`src/rtl/ro_freq_meter.sv`:
```
// ro_freq_meter
// Counts rising edges of a free-running ring-oscillator tap over a window of
// win_len system-clock cycles and reports the (saturating) count with a
// one-cycle done pulse.
//
// Ports:
//   clk     system clock, all state on its rising edge
//   rst     asynchronous active-high reset
//   i       ring-oscillator tap, asynchronous to clk
//   start   measurement request, honoured only while idle
//   win_len window length in clk cycles, captured with an accepted start
//   busy    high while the window is open (counting cycles)
//   done    one-cycle pulse, count/ovf are final while it is high
//   count   rising edges seen in the window, saturates at all-ones
//   ovf     count saturated during the last measurement (sticky)
module ro_freq_meter #(
  parameter int CNT_W = 16,
  parameter int WIN_W = 16
) (
  input  logic             clk,
  input  logic             rst,
  input  logic             i,
  input  logic             start,
  input  logic [WIN_W-1:0] win_len,
  output logic             busy,
  output logic             done,
  output logic [CNT_W-1:0] count,
  output logic             ovf
);

  typedef enum logic [1:0] {
    IDLE = 2'd0,
    MEAS = 2'd1,
    DONE = 2'd2
  } state_t;

  localparam logic [CNT_W-1:0] CNT_MAX = '1;
  localparam logic [WIN_W-1:0] TIMER_LAST = WIN_W'(1);

  state_t           state;
  logic [WIN_W-1:0] timer;
  logic             s1, s2, s3;
  logic             rise;

  // s1/s2 resynchronise the tap; s3 keeps the previous s2 so a rising edge
  // of the synchronised signal lasts exactly one clk cycle.
  always_ff @(posedge clk or posedge rst) begin
    if (rst) begin
      s1 <= 1'b0;
      s2 <= 1'b0;
      s3 <= 1'b0;
    end else begin
      s1 <= i;
      s2 <= s1;
      s3 <= s2;
    end
  end

  assign rise = s2 & ~s3;

  always_ff @(posedge clk or posedge rst) begin
    if (rst) begin
      state <= IDLE;
      timer <= '0;
      busy  <= 1'b0;
      done  <= 1'b0;
      count <= '0;
      ovf   <= 1'b0;
    end else begin
      case (state)
        IDLE: begin
          done <= 1'b0;
          // A zero-length request is dropped without touching the held result.
          if (start && (win_len != '0)) begin
            timer <= win_len;
            count <= '0;
            ovf   <= 1'b0;
            busy  <= 1'b1;
            state <= MEAS;
          end
        end
        MEAS: begin
          if (rise) begin
            if (count == CNT_MAX) begin
              ovf <= 1'b1;
            end else begin
              count <= count + 1'b1;
            end
          end
          timer <= timer - 1'b1;
          // timer still holds the cycles left including this one, so the
          // window closes on the cycle where it reads 1.
          if (timer == TIMER_LAST) begin
            busy  <= 1'b0;
            done  <= 1'b1;
            state <= DONE;
          end
        end
        DONE: begin
          done  <= 1'b0;
          state <= IDLE;
        end
        default: begin
          busy  <= 1'b0;
          done  <= 1'b0;
          state <= IDLE;
        end
      endcase
    end
  end

endmodule

```
`config.mk`:
```
export PLATFORM = sky130hd
export DESIGN_NAME = ro_freq_meter
export DESIGN_NICKNAME = d
export VERILOG_FILES = /design/src/rtl/ro_freq_meter.sv
export SDC_FILE = /design/constraint.sdc
export NUM_CORES = 1
export LEC_CHECK = 0
export ABC_CLOCK_PERIOD_IN_PS = 2000
export CAP_MARGIN = 0
export CORE_MARGIN = 5
export CORE_UTILIZATION = 48
export DETAILED_ROUTE_END_ITERATION = 10
export PLACE_DENSITY = 0.78
export SLEW_MARGIN = 20
export SYNTH_ARGS = -nofsm -noshare
export SYNTH_HDL_FRONTEND = slang
export SYNTH_SLANG_ARGS = --single-unit
```
`constraint.sdc`:
```
create_clock -name clk -period 2 [get_ports clk]
set_clock_uncertainty 0.1 [all_clocks]
set_input_delay 0.4 -clock clk [delete_from_list [all_inputs] [get_ports clk]]
set_output_delay 0.4 -clock clk [all_outputs]
set_load 0.05 [all_outputs]
```
Word level (Yosys, flattened, before mapping)
Cells that the tools add are included.
- register bits after elaboration: 40
- output and inout port bits: 19
- word-level logic and storage cells: 50
- add/sub/neg operators: 2
- equality and inequality tests: 9
- mux-type cells: 18
- bitwise operators: 3
- reductions and logical operators: 9
- operator list (operator ; number):
    2-to-1 mux 16 bit ; 4
    one-hot mux 16 bit (2 select lines) ; 2
    adder 16 x 1 -> 16 bit, second input constant ; 1
    equality test 16 x 1 -> 1 bit, second input constant ; 1
    equality test 16 bit, second input constant ; 1
    nonzero test 16 bit ; 1
    subtractor 16 x 1 -> 16 bit, second input constant ; 1
    inequality test 2 bit, second input constant ; 5
    AND reduction 4 bit ; 2
    2-to-1 mux 1 bit ; 7
    2-to-1 mux 2 bit ; 2
    one-hot mux 2 bit (2 select lines) ; 1
    AND reduction 2 bit ; 2
    one-hot mux 1 bit (3 select lines) ; 1
    AND reduction 3 bit ; 1
    equality test 2 x 1 -> 1 bit, second input constant ; 1
    equality test 2 bit, second input constant ; 1
    zero test 2 bit ; 1
    NOT 1 bit ; 2
    one-hot mux 1 bit (2 select lines) ; 1
    nonzero test 2 bit ; 1
    AND 1 bit ; 1
    logical AND 1 bit ; 1

Depth between registers and ports, before layout
- word-level depth: 4
- depth in mapped cells: 7

Worst setup path before layout
Ideal clock, no wire load.
- path type: reg2reg
- start point: register count[5]
- end point: register count[0]
- setup time: 0.085 ns
- arrival time: 2.048 ns
- setup slack: -0.232 ns
- stages on the path, launching flop included: 6
- buffers on the path: 0
- clock period less this slack: 2.232 ns
- path through: dfrtp_1 -> nand3_1 -> nor4_4 -> and2_1 -> nand2b_1 -> mux2i_1
- longest elaborated chain between the ends: 3
- ends and longest elaborated chain (item ; RTL line ; RTL):
    start: declaration ; 27 ; output logic [CNT_W-1:0] count,
    start signal: assignment ; 87 ; count <= count + 1'b1;
    equality test 16 bit ; 84 ; if (count == CNT_MAX) begin
    inequality test 2 bit (no source line) ; -- ;
    AND reduction 4 bit (no source line) ; -- ;
Every way passes these cells.
A chain may end at the register's enable or synchronous reset.

Worst setup path after layout
- start point: input port start
- end point: register ovf
- longest elaborated chain between the ends: 3
- ends and longest elaborated chain (item ; RTL line ; RTL):
    start: declaration ; 23 ; input logic start,
    logical AND 1 bit ; 74 ; if (start && (win_len != '0)) begin
    inequality test 2 bit (no source line) ; -- ;
    AND reduction 4 bit (no source line) ; -- ;
    end signal: assignment ; 68 ; ovf <= 1'b0;
    end signal: assignment ; 77 ; ovf <= 1'b0;
    end signal: assignment ; 85 ; ovf <= 1'b1;
    end: declaration ; 28 ; output logic ovf
Every way passes these cells.

==> impl_results.md <==
- Run status: completed
- DRC viols: 0
- GRT Total Usage: 21.3%
- RSZ-0062 raised after global routing: true
- Area leader, netlist: dfrtp_1
- Final instance area: 0.00325 mm²
- Pin count of the biggest net entering global routing: 41
- Final hold violations: 0
- Post-DP HPWL: 4720 µm
- Netlist Area Pre-Place: 0.00234 mm²
- Slowest cell on the critical path: clkdlybuf4s50_1
- PnR worst setup slack: 33.9 ps
- Worst skew pair latency: 300 ps
- Worst hold path class: flip-flop to flip-flop
- Routed vias/inst: 5.83
- Overall power: 3440 µW
- Post-synth ARST share: 100%
- Clk buf depth: 2
- Critical Path RT: 2080 ps
- Setup-failing EPs final: 0
- First-pass GRT wire length: 10600 µm
- Worst-path clk slew: 70 ps
- Clk sink count: 40
- Nets: 346
- Core Area: 0.00472 mm²
- Share of the cycle needed by the critical path after routing: 98.3%
- Static Leakage: 0.00139 µW
- Initial Util: 49.5%
- Die H: 79.8 µm
- Drt total wl: 6340 µm
- PortBufs: 38
- Fillers: 377
- Crit-path max FO: 5
- Antenna-violating nets left: 0
- Placed inst area: 0.00311 mm²
- FP Rows: 25
- Maxcap violations: 0
- CTS Buf Count: 5
- Routed vias: 2281
- Syn Area/Cell: 9.87 µm²
- Top post-synthesis cells by area: dfrtp_1 (43%), nor2_1 (4.2%), nand3_1 (3.2%)
- Diodes inserted: 0
- CTS tree: done
- F_max: 509 MHz
- Sequential area share after synthesis: 42.8%
- Element type at the critical path end: flip-flop
- Max-slew headroom: 73.8%
- DR iter-0 viols: 117
- Period minus WS final: 1970 ps
- EDFF count, synth: 0
- # H-tree levels: 2
- Largest stage delay on the critical path: 510 ps
- Critical-path cell list: clkdlybuf4s50_1, nor2b_2, o41a_1, nand2_2, buf_6, a22o_1
- RePlAce Congestion: 0.896
- Area delta synth->final: 39.1%
- Total global routing overflow: 0
- Syn nets: 260
- Yosys top cell area share: 42.8%
- Routed WL per cell: 16.2 µm
- Cts hold-fix bufs: 0
- Clk root buf: clkbuf_8
- Setup CP Type: input port to flip-flop
- Primary FF master, synth: dfrtp_1
- PD cells: 1060 mW/mm²
- Yosys cell types: 59
- Synth warnings: 0
- DIE AREA: 0.00637 mm²
- Crit path DAT: 2040 ps
- Synth Instances: 237
- Ports: 39
- Initial antenna violation count: 0
- Layout cell share with drive strength beyond 1: 43.2%
- Worst slack at placement: -611 ps
- Worst Setup Start Kind: input port
- Final Slew Violations: 0
- Worst slew pin tran: 390 ps
- Synth Register Bits: 40
- 1st-pass router iterations: 4
- Final setup TNS: 0 ps
- Peak supply drop: 596 µV
- Die X: 79.8 µm
- Vias in the first global route: 2195
==> cells by family (layout without fill, tap and decap cells) <==
kind of cell | count (synthesis) | in the layout | share of synthesized area (%)
AOI/OAI and AO/OA | 52 | 52 | 17.9
buffers and inverters | 14 | 101 | 3.32
muxes | 6 | 6 | 2.57
xor gates and xnor gates | 13 | 13 | 4.87
DFF | 40 | 40 | 42.8
adders and majority gates | 3 | 3 | 1.61
and+or+nand+nor | 109 | 109 | 27.0
==> metal layers <==
layer | track usage [%] | vias to the layer above | share of wire (%)
met4 | 6.25 | 0 | 1.8
met1 | 27.5 | 1146 | 44
met3 | 4.40 | 10 | 5.5
met5 | 0 | - | 0
li1 | - | 1064 | -
met2 | 35.9 | 61 | 49
==> critical path, delay by kind of cell <==
family / cells / cell delay [ps]
simple gates: 2 / 430
buf+inv: 2 / 670
compound gates: 2 / 550
==> synth_stat cells (all sizes together), types with 3 or more instances <==
master / n
nor3b: 3
a221oi: 4
a211oi: 9
mux2i: 6
nor2b: 3
xnor2: 8
a21oi: 11
nand2: 16
or4: 4
nor3: 10
o21ai: 8
nand3: 16
nor2: 28
inv: 7
nor4: 7
nand4: 4
xor2: 5
and3: 4
dfrtp: 40
buf: 6
ha: 3
==> cell usage in the layout (no fill, tap or decap), drive strengths merged, types with 2 or more instances in the layout <==
cell type / count
buf: 76
dfrtp: 40
nor2: 28
nand3: 16
nand2: 16
clkbuf: 12
a21oi: 11
nor3: 10
a211oi: 9
xnor2: 8
o21ai: 8
inv: 7
nor4: 7
mux2i: 6
xor2: 5
or4: 4
nand4: 4
and3: 4
a221oi: 4
nor3b: 3
ha: 3
clkdlybuf4s50: 3
nor2b: 3
or3: 2
a31oi: 2
nand2b: 2
o211ai: 2
nand4b: 2
clkdlybuf4s15: 2
and2: 2
nor4b: 2
o22ai: 2
o32ai: 2
==> stage by stage <==
stage / util, % / instances / hold WS, ps
3_3_place_gp: 65.7 / 379 / 233
6_report: 68.9 / 391 / 256
3_5_place_dp: 65.7 / 379 / 247
4_1_cts: 68.4 / 390 / 264
5_1_grt: 68.9 / 391 / 263
2_1_floorplan: - / 237 / 231
==> cell type report <==
type / count / area [µm²] / share of cell area (%)
Clock buffer: 7 / 76.3 / 2.35
Clock inverter: 1 / 5.00 / 0.154
Inverter: 7 / 26.3 / 0.808
Multi-Input combinational cell: 183 / 1380 / 42.3
Sequential cell: 40 / 1020 / 31.3
Tap cell: 67 / 83.8 / 2.58
Timing Repair Buffer: 86 / 667 / 20.5
==> flip-flops by register name (all words and copies together) (netlist names) <==
name   cells
done       1
timer     16
count     16
state      2
busy       1
s3         1
s2         1
s1         1
ovf        1
==> repair_timing <==
item	4_1_cts	5_1_grt
setup endpoints to repair	35	15
buffers inserted	3	1
gates cloned	0	0
resized for setup	58	19
pin swaps	9	9
==> power breakdown <==
group | switching, µW | internal [µW]
clock network | 289 | 245
logic | 931 | 631
registers | 293 | 1050
==> final timing paths <==
kind / start / depth (start not counted) / end / slack, ps
max in group asynchronous: rst / 3 / count[3] / 1210
worst min-delay path: s1 / 0 / s2 / 260
worst max-delay path: start / 6 / ovf / 30
worst min register to register: s1 / 0 / s2 / 260
worst max register to register: timer[5] / 5 / busy / 90
min in group asynchronous: rst / 3 / timer[9] / 370
Power figures use the tool's default switching activity.
